`src/rtl/rf_wport_arb_if.sv`:
```
// rf_wport_arb_if: write-path bundle between WB stage / LDU, the arbiter and the register file write port
interface rf_wport_arb_if;
    logic        pipe_we;
    logic [4:0]  pipe_reg;
    logic [31:0] pipe_wdata;
    logic        ldu_req;
    logic [4:0]  ldu_reg;
    logic [31:0] ldu_wdata;
    logic        ldu_ack;
    logic        rf_we;
    logic [4:0]  rf_waddr;
    logic [31:0] rf_wdata;
    modport master (
        output pipe_we, pipe_reg, pipe_wdata, ldu_req, ldu_reg, ldu_wdata,
        input  ldu_ack, rf_we, rf_waddr, rf_wdata
    );
    modport slave (
        input  pipe_we, pipe_reg, pipe_wdata, ldu_req, ldu_reg, ldu_wdata,
        output ldu_ack, rf_we, rf_waddr, rf_wdata
    );
endinterface

```
`src/rtl/rf_wport_arb.sv`:
```
// rf_wport_arb: RF write-port arbiter, LDU result FIFO and busy scoreboard; define RF_ARB_FWD_EN for FIFO-to-ID forwarding
module rf_wport_arb #(
    parameter int FIFO_DEPTH = 2,
    parameter int STARVE_MAX = 4
) (
    input  logic        arb_clk,
    input  logic        arb_rst_n,
    rf_wport_arb_if.slave wp,
    input  logic        iss_valid,
    input  logic [4:0]  iss_reg,
    input  logic [4:0]  id_rj,
    input  logic [4:0]  id_rk,
    input  logic [4:0]  id_rd,
    input  logic        id_rd_used,
    output logic        id_stall,
    output logic        arb_hold
`ifdef RF_ARB_FWD_EN
    ,
    output logic        id_fwd_hit1,
    output logic        id_fwd_hit2,
    output logic [31:0] id_fwd_data1,
    output logic [31:0] id_fwd_data2
`endif
);
    localparam logic [2:0] DEP = 3'(FIFO_DEPTH);
    localparam logic [7:0] ST_MAX = 8'(STARVE_MAX);
    logic [FIFO_DEPTH-1:0][4:0]  reg_q, reg_d;
    logic [FIFO_DEPTH-1:0][31:0] dat_q, dat_d;
    logic [2:0]  cnt_q, cnt_d, wi;
    logic [31:0] busy_q, busy_d;
    logic [7:0]  st_q, st_d;
    logic        pipe_v, pop, push, hit_j, hit_k;
    always_comb begin
        pipe_v = wp.pipe_we && wp.pipe_reg != 5'd0;
        pop = !pipe_v && cnt_q != 3'd0;
        wp.ldu_ack = arb_rst_n && wp.ldu_req && cnt_q < DEP;
        push = wp.ldu_ack && wp.ldu_reg != 5'd0;
        wp.rf_we = arb_rst_n && (pipe_v || pop);
        wp.rf_waddr = !arb_rst_n ? 5'd0 : pipe_v ? wp.pipe_reg : pop ? reg_q[0] : 5'd0;
        wp.rf_wdata = !arb_rst_n ? 32'd0 : pipe_v ? wp.pipe_wdata : pop ? dat_q[0] : 32'd0;
        // FIFO is a shift register: head always at slot 0, tail at slot cnt-1
        reg_d = pop ? reg_q >> 5 : reg_q;
        dat_d = pop ? dat_q >> 32 : dat_q;
        wi = cnt_q - {2'b0, pop};
        for (int i = 0; i < FIFO_DEPTH; i++) begin
            if (push && 3'(i) == wi) begin
                reg_d[i] = wp.ldu_reg;
                dat_d[i] = wp.ldu_wdata;
            end
        end
        cnt_d = cnt_q + {2'b0, push} - {2'b0, pop};
        busy_d = busy_q;
        if (pop) busy_d[reg_q[0]] = 1'b0;
        if (iss_valid) busy_d[iss_reg] = 1'b1;
        busy_d[0] = 1'b0;
        st_d = (!pipe_v || cnt_q == 3'd0) ? 8'd0 : st_q + {7'd0, st_q < ST_MAX};
        arb_hold = st_q >= ST_MAX;
        hit_j = 1'b0;
        hit_k = 1'b0;
`ifdef RF_ARB_FWD_EN
        id_fwd_data1 = 32'd0;
        id_fwd_data2 = 32'd0;
        // ascending scan so the youngest match overrides older ones
        for (int i = 0; i < FIFO_DEPTH; i++) begin
            if (3'(i) < cnt_q && reg_q[i] == id_rj) begin
                hit_j = 1'b1;
                id_fwd_data1 = dat_q[i];
            end
            if (3'(i) < cnt_q && reg_q[i] == id_rk) begin
                hit_k = 1'b1;
                id_fwd_data2 = dat_q[i];
            end
        end
        id_fwd_hit1 = arb_rst_n && hit_j;
        id_fwd_hit2 = arb_rst_n && hit_k;
`endif
        id_stall = arb_rst_n && ((busy_q[id_rj] && !hit_j) || (busy_q[id_rk] && !hit_k)
                   || (id_rd_used && busy_q[id_rd]) || arb_hold);
    end
    always_ff @(posedge arb_clk) begin
        if (!arb_rst_n) begin
            reg_q <= '0;
            dat_q <= '0;
            cnt_q <= 3'd0;
            busy_q <= 32'd0;
            st_q <= 8'd0;
        end else begin
            reg_q <= reg_d;
            dat_q <= dat_d;
            cnt_q <= cnt_d;
            busy_q <= busy_d;
            st_q <= st_d;
        end
    end
endmodule

```
`src/flat_wrapper.sv`:
```
// flat-port wrapper written by rule: the top's interface ports become plain ports
module rf_wport_arb_flat 
#(
    parameter int FIFO_DEPTH = 2,
    parameter int STARVE_MAX = 4
)
  (arb_clk, arb_rst_n, iss_valid, iss_reg, id_rj, id_rk, id_rd, id_rd_used, id_stall, arb_hold, wp_pipe_we, wp_pipe_reg, wp_pipe_wdata, wp_ldu_req, wp_ldu_reg, wp_ldu_wdata, wp_ldu_ack, wp_rf_we, wp_rf_waddr, wp_rf_wdata);
  rf_wport_arb_if wp_i ();
  input  logic arb_clk;
  input  logic arb_rst_n;
  input  logic iss_valid;
  input  logic [4:0] iss_reg;
  input  logic [4:0] id_rj;
  input  logic [4:0] id_rk;
  input  logic [4:0] id_rd;
  input  logic id_rd_used;
  output logic id_stall;
  output logic arb_hold;
  input wire logic [$bits(wp_i.pipe_we)-1:0] wp_pipe_we;
  input wire logic [$bits(wp_i.pipe_reg)-1:0] wp_pipe_reg;
  input wire logic [$bits(wp_i.pipe_wdata)-1:0] wp_pipe_wdata;
  input wire logic [$bits(wp_i.ldu_req)-1:0] wp_ldu_req;
  input wire logic [$bits(wp_i.ldu_reg)-1:0] wp_ldu_reg;
  input wire logic [$bits(wp_i.ldu_wdata)-1:0] wp_ldu_wdata;
  output wire logic [$bits(wp_i.ldu_ack)-1:0] wp_ldu_ack;
  output wire logic [$bits(wp_i.rf_we)-1:0] wp_rf_we;
  output wire logic [$bits(wp_i.rf_waddr)-1:0] wp_rf_waddr;
  output wire logic [$bits(wp_i.rf_wdata)-1:0] wp_rf_wdata;
  assign wp_i.pipe_we = wp_pipe_we;
  assign wp_i.pipe_reg = wp_pipe_reg;
  assign wp_i.pipe_wdata = wp_pipe_wdata;
  assign wp_i.ldu_req = wp_ldu_req;
  assign wp_i.ldu_reg = wp_ldu_reg;
  assign wp_i.ldu_wdata = wp_ldu_wdata;
  assign wp_ldu_ack = wp_i.ldu_ack;
  assign wp_rf_we = wp_i.rf_we;
  assign wp_rf_waddr = wp_i.rf_waddr;
  assign wp_rf_wdata = wp_i.rf_wdata;
  rf_wport_arb #(.FIFO_DEPTH(FIFO_DEPTH), .STARVE_MAX(STARVE_MAX)) u_core (.arb_clk(arb_clk), .arb_rst_n(arb_rst_n), .wp(wp_i), .iss_valid(iss_valid), .iss_reg(iss_reg), .id_rj(id_rj), .id_rk(id_rk), .id_rd(id_rd), .id_rd_used(id_rd_used), .id_stall(id_stall), .arb_hold(arb_hold));
endmodule
```
`config.mk`:
```
export PLATFORM = sky130hd
export DESIGN_NAME = rf_wport_arb_flat
export DESIGN_NICKNAME = d
export VERILOG_FILES = /design/src/rtl/rf_wport_arb_if.sv /design/src/rtl/rf_wport_arb.sv /design/src/flat_wrapper.sv
export SDC_FILE = /design/constraint.sdc
export NUM_CORES = 1
export LEC_CHECK = 0
export BUFFER_PORTS_ARGS = -buffer_cell sky130_fd_sc_hd__buf_2
export CAP_MARGIN = 40
export CORE_ASPECT_RATIO = 1.2
export CORE_MARGIN = 8
export CORE_UTILIZATION = 35
export DETAILED_ROUTE_END_ITERATION = 10
export GPL_TIMING_DRIVEN = 1
export PLACE_DENSITY_LB_ADDON = 0.2
export SYNTH_ARGS = -nofsm -noshare
export SYNTH_HDL_FRONTEND = slang
export SYNTH_SLANG_ARGS = --single-unit
```
`constraint.sdc`:
```
create_clock -name arb_clk -period 6.6 [get_ports arb_clk]
set_input_delay 0.33 -clock arb_clk [delete_from_list [all_inputs] [get_ports arb_clk]]
set_output_delay 0.33 -clock arb_clk [all_outputs]
set_load 0.01 [all_outputs]
```
==> Word level (Yosys, flattened, before mapping) <==
Index checks and enable logic that the tools add are counted.
{ "totals": {"ff_bits": 117, "latchBits": 0, "ramBits": 0, "rom_bits": 0, "inputBits": 100, "elab_cells": 77, "memories": 0} }
{ "classes": {"addsub": 4, "mul": 0, "div_mod_pow": 0, "magnitude_cmp": 10, "n_eq_ne": 1, "shifts": 0, "n_mux": 24, "n_bitwise": 4, "reduce_logical": 26} }
{ "ops": {"columns": ["op", "count"], "rows": [
  ["$mux 32", 7],
  ["$mux 64", 1],
  ["$and 32x32->32", 1],
  ["$not 32->32", 1],
  ["$or 32x32->32", 1],
  ["$lt 5x6->1 const B", 5],
  ["$mux 5", 5],
  ["$bmux 1 s5", 3],
  ["$logic_and 1x1->1", 12],
  ["$demux 1 s5", 2],
  ["$ge 5x1->1 const B", 2],
  ["$mux 10", 1],
  ["$reduce_bool 5->1", 2],
  ["$add 8x1->8", 1],
  ["$ge 8x3->1 const B", 1],
  ["$lt 8x3->1 const B", 1],
  ["$logic_not 3->1", 2],
  ["$sub 3x1->3", 2],
  ["$logic_or 1x1->1", 5],
  ["$mux 1", 5],
  ["$reduce_bool 2->1", 2],
  ["$add 3x1->3", 1],
  ["$eq 1x3->1 const A", 1],
  ["$lt 3x2->1 const B", 1],
  ["4 further kinds", 4]
]} }

==> Depth between registers and ports, before layout <==
{ "logic_depth": {"word_depth": 9, "ltp_mapped": 16, "ltp_nobuf": 10} }

==> Worst setup path after synthesis <==
OpenSTA, ideal clock, no wires.
{ "synth_path": {"kind": "input -> register", "start": "input port wp_pipe_reg[1]", "end": "register u_core.dat_q[50] (netlist name)", "setup_ps": 70, "arrival_time_ps": 3155, "t_required_ps": 6530, "path_slack_ps": 3375, "cell_stages": 16, "path_buffers": 7, "path_cell_list": "or4_1 -> o21a_1 -> buf_2 -> nor2_1 -> buf_4 -> buf_6 -> buf_4 -> ha_1 -> ha_1 -> xnor2_1 -> and4_4 -> buf_6 -> buf_2 -> clkbuf_1 -> nand2_1 -> a21oi_1"} }
{ "synth_between": {"elab_chain_cells": 8} }
{ "synth_lines": {"columns": ["item", "line_no", "text"], "rows": [
  ["start, declared", "flat_wrapper.sv:20", "input wire logic [$bits(wp_i.pipe_reg)-1:0] wp_pipe_reg;"],
  ["$reduce_bool 5->1 *", "rf_wport_arb.sv:34", "pipe_v = wp.pipe_we && wp.pipe_reg != 5'd0;"],
  ["$logic_and 1x1->1 *", "rf_wport_arb.sv:34", null],
  ["$logic_not 1->1 *", "rf_wport_arb.sv:35", "pop = !pipe_v && cnt_q != 3'd0;"],
  ["$logic_and 1x1->1 *", "rf_wport_arb.sv:35", null],
  ["$sub 3x1->3", "rf_wport_arb.sv:44", "wi = cnt_q - {2'b0, pop};"],
  ["$eq 1x3->1", "rf_wport_arb.sv:46", "if (push && 3'(i) == wi) begin"],
  ["$logic_and 1x1->1", "rf_wport_arb.sv:46", null],
  ["$mux 32 or $reduce_bool 2->1 (tied branches)", null, null],
  ["end signal, assigned", "rf_wport_arb.sv:89", "dat_q <= dat_d;"],
  ["end, declared", "rf_wport_arb.sv:28", "logic [FIFO_DEPTH-1:0][31:0] dat_q, dat_d;"]
]} }
Every way passes the cells marked *; elsewhere a longest branch is shown, timed or not.
A chain may end at the register's enable or synchronous reset.

==> Final worst setup path <==
{ "layout_path": {"start": "input port wp_pipe_reg[1]", "end": "output port wp_rf_waddr[2]"} }
{ "layout_between": {"elab_chain_cells": 7} }
{ "layout_lines": {"columns": ["item", "line_no", "text"], "rows": [
  ["$reduce_bool 5->1 *", "rf_wport_arb.sv:34", null],
  ["$logic_and 1x1->1 *", "rf_wport_arb.sv:34", null],
  ["$logic_not 1->1", "rf_wport_arb.sv:35", null],
  ["$logic_and 1x1->1", "rf_wport_arb.sv:35", null],
  ["$mux 5", "rf_wport_arb.sv:39", "wp.rf_waddr = !arb_rst_n ? 5'd0 : pipe_v ? wp.pipe_reg : pop ? reg_q[0] : 5'd0;"],
  ["$mux 5 * (2 in a row)", "rf_wport_arb.sv:39", null],
  ["end, declared", "flat_wrapper.sv:27", "output wire logic [$bits(wp_i.rf_waddr)-1:0] wp_rf_waddr;"]
]} }
Marked as above.

==> results.md <==
* Status: complete, no violations
* Setup Buffers After CTS at 0
* Synth Warn # at 0
* Clock slew at reported path FFs at 0.06 ns
* Ranking of synthesized cells by area: dfxtp_1, mux4_2, nand2_1
* Fin crit share at 49.0%
* Syn nets at 865
* Number of flops mapped to enable cells by yosys at 0
* Slew headroom at 48.2%
* Latest clock arrival within the worst-skew pair at 0.41 ns
* Final Hold Slack at 0.169 ns
* Hold Crit Depth at 3
* Comb power frac at 25.5%
* P_int at 1.53 mW
* Worst setup SP type: input pin
* CP required at 6.27 ns
* Final critical-path required period at 3.23 ns
* Area Growth Syn to Fin at 21.2%
* Final setup fails at 0
* Switching Fraction at 33.7%
* Max cap viols at 0
* Largest net degree at the start of global routing at 77
* # fillers at 1831
* Clk buf depth at 2
* Worst slew pin tran at 0.776 ns
* Cells on worst reg2reg path at 10
* Synthesized instance count at 757
* Starting DRC count in detailed routing at 368
* Yosys top cell area share at 37.1%
* Clock share of power at 38.7%
* CTS Buf Count at 17
* Hold Crit Class: input pin to flop
* TritonRoute pass-1 iters at 5
* Max VDD drop at 0.188 mV
* Fin. max-slew vios at 0
* Sequential power share at 35.8%
* Hold Fails Final Rpt at 0
* # hold bufs at CTS at 0
* CTS tree: yes
* CP delay by family, top: buffers and inverters
* Post-DR wirelength/cell at 17.1 µm
* Total grt overflow at 0
* Core area at 17500 µm²
* Top_reg_cell synth: dfxtp_1
* CP Cell Sequence: buf_2 > or4_1 > o21a_2 > buf_4 > nor2_4 > buf_4 > buf_12 > nand2_1 > a21oi_1 > buf_2
* Non-Filler Instances at 1094
* Total GRT Usage at 16.6%
* Crit Path Category: input pin to output port
* Post-DP HPWL at 13000 µm
* Die ar. at 22400 µm²
* WL final at 18700 µm
* Post-CTS sizing at 0
* Commonest non-fill, non-tap cells in the layout: buf_2, nand2_1, dfxtp_1
* Sequential area share after synthesis at 37.1%
* Largest stage delay, worst path at 0.53 ns
* Syn avg cell area at 8.27 µm²
* CP Buf/Inv Count at 5
* Pwr dens at 304 nW/µm²
* Share of cells above drive strength 1 at 24.0%
* Die Y at 163 µm
* Number of global-route vias before repair at 6061
* Dpl cells at 1062
* Clk sinks at 116
* CTS root buffer: clkbuf_16
* Arr. time, crit path at 2.90 ns
* Yosys cell types at 42
* TNS Setup at 0 ns
* First-pass GRT wire length at 31000 µm
* Initial Utilization at 35.8%
* Mapped Area at 6260 µm²
* Worst path depth at 10
* Die X at 138 µm
* Number of buffers added on ports at 140
* Drt drc at 0
* #FFs+latches synth at 116
* H-tree Lvls at 4
* DRT antenna net count at 0
* Routability congestion estimate at 0.818
* Post-synth top area cell: dfxtp_1
* Commonest non-fill, non-tap cell in the layout: buf_2
* Maximum clock rate at 310 MHz
* Final core occ at 43.3%
* Slowest cell on crit path: or4_1
* Setup ws final at 3.37 ns
* Vias at 5925
* Worst slack, placed at 3.06 ns
* NetSw at 0.778 mW
* RSZ-0062 raised after global routing: no
* Via-to-Cell Ratio at 5.42
* Ys async rst share at 0%
* Diodes inserted at 0
* CP Capture Type: output port
* Crit Path Max Fanout at 72
* Cell Rows at 53
* I/O pins at 141
* Clock skew at 0.00612 ns
* Nets at 969
* Initial antenna violation count at 1
* Leak at 2.80 nW
==> path summary, 6_finish.rpt <==
check | start | slack (ns) | to
setup / recovery | wp_pipe_reg[1] | 3.37 | wp_rf_waddr[2]
hold / removal | wp_ldu_wdata[9] | 0.17 | u_core.dat_q[41]$_SDFFE_PN0P_
setup reg to reg | u_core.cnt_q[1]$_SDFF_PN0_ | 3.45 | u_core.dat_q[2]$_SDFFE_PN0P_
hold reg to reg | u_core.dat_q[46]$_SDFFE_PN0P_ | 0.47 | u_core.dat_q[14]$_SDFFE_PN0P_
==> routing by layer <==
layer | share of wire, % | global-route usage, % | vias up
met2 | 49 | 28.5 | 132
met4 | 0.98 | 5.00 | 2
li1 | - | - | 2958
met1 | 46 | 20.2 | 2814
met3 | 4.1 | 4.05 | 19
met5 | 0.070 | 0 | -
==> worst min-delay path, stage by stage <==
cell and delay (ns):
buf_2 0.10, nand2_1 0.05, a21oi_1 0.05
==> cell families after synthesis <==
kind of cell / synth area share [%]
AO/OA/AOI/OAI: 22.0
XOR/XNOR: 1.12
adder cells (fa/ha/maj): 1.72
buffers and inverters: 5.78
flip-flops: 37.1
multiplexers: 9.57
AND/OR/NAND/NOR: 22.7
==> power groups by stage <==
stage | registers [mW] | clock network [mW] | logic [mW]
6_report | 0.826 | 0.892 | 0.588
5_1_grt | 0.834 | 0.946 | 0.662
4_1_cts | 0.826 | 0.916 | 0.595
3_5_place_dp | 0.839 | 0 | 0.593
3_3_place_gp | 0.841 | 0 | 0.564
2_1_floorplan | 0.819 | 0 | 0.443
==> state kept, by name, summed over array words and instances, names as in the netlist <==
register,cells
u_core.reg_q,10
u_core.st_q,8
u_core.busy_q,31
u_core.cnt_q,3
u_core.dat_q,64
==> final cells by class <==
cell class / instances / area, µm² / share of cell area, %
clock inverter: 11 / 100 / 1.32
clock buffer: 21 / 480 / 6.33
tap: 220 / 275 / 3.63
timing repair buffer: 149 / 778 / 10.3
sequential: 116 / 2320 / 30.6
inverter: 10 / 40.0 / 0.528
multi-input combinational: 567 / 3590 / 47.3
==> metrics by stage <==
| step | power [mW] | area, µm² |
|---|---|---|
| after detailed placement | 1.43 | 7010 |
| final | 2.31 | 7590 |
| after global placement | 1.40 | 6970 |
| after floorplan | 1.26 | 6260 |
| after global routing | 2.44 | 7590 |
| after CTS | 2.34 | 7590 |
==> synthesized netlist by cell type (all sizes together), types with 2 or more instances <==
cell type and count:
nand4 10, and2 2, and3b 2, or3b 37, clkbuf 46, buf 18
or4 3, inv 10, nor3b 4, nand2b 3, nand3 7, o21ai 69
a211oi 3, nand2 125, o21a 2, xnor2 6, nor2b 5, nor2 83
mux4 23, and3 7, a221oi 2, a311oi 36, dfxtp 116, a22oi 31
nor3 4, xor2 2, ha 7, mux2i 7, a21oi 78
Note: power is estimated with default switching activity, not from simulation.
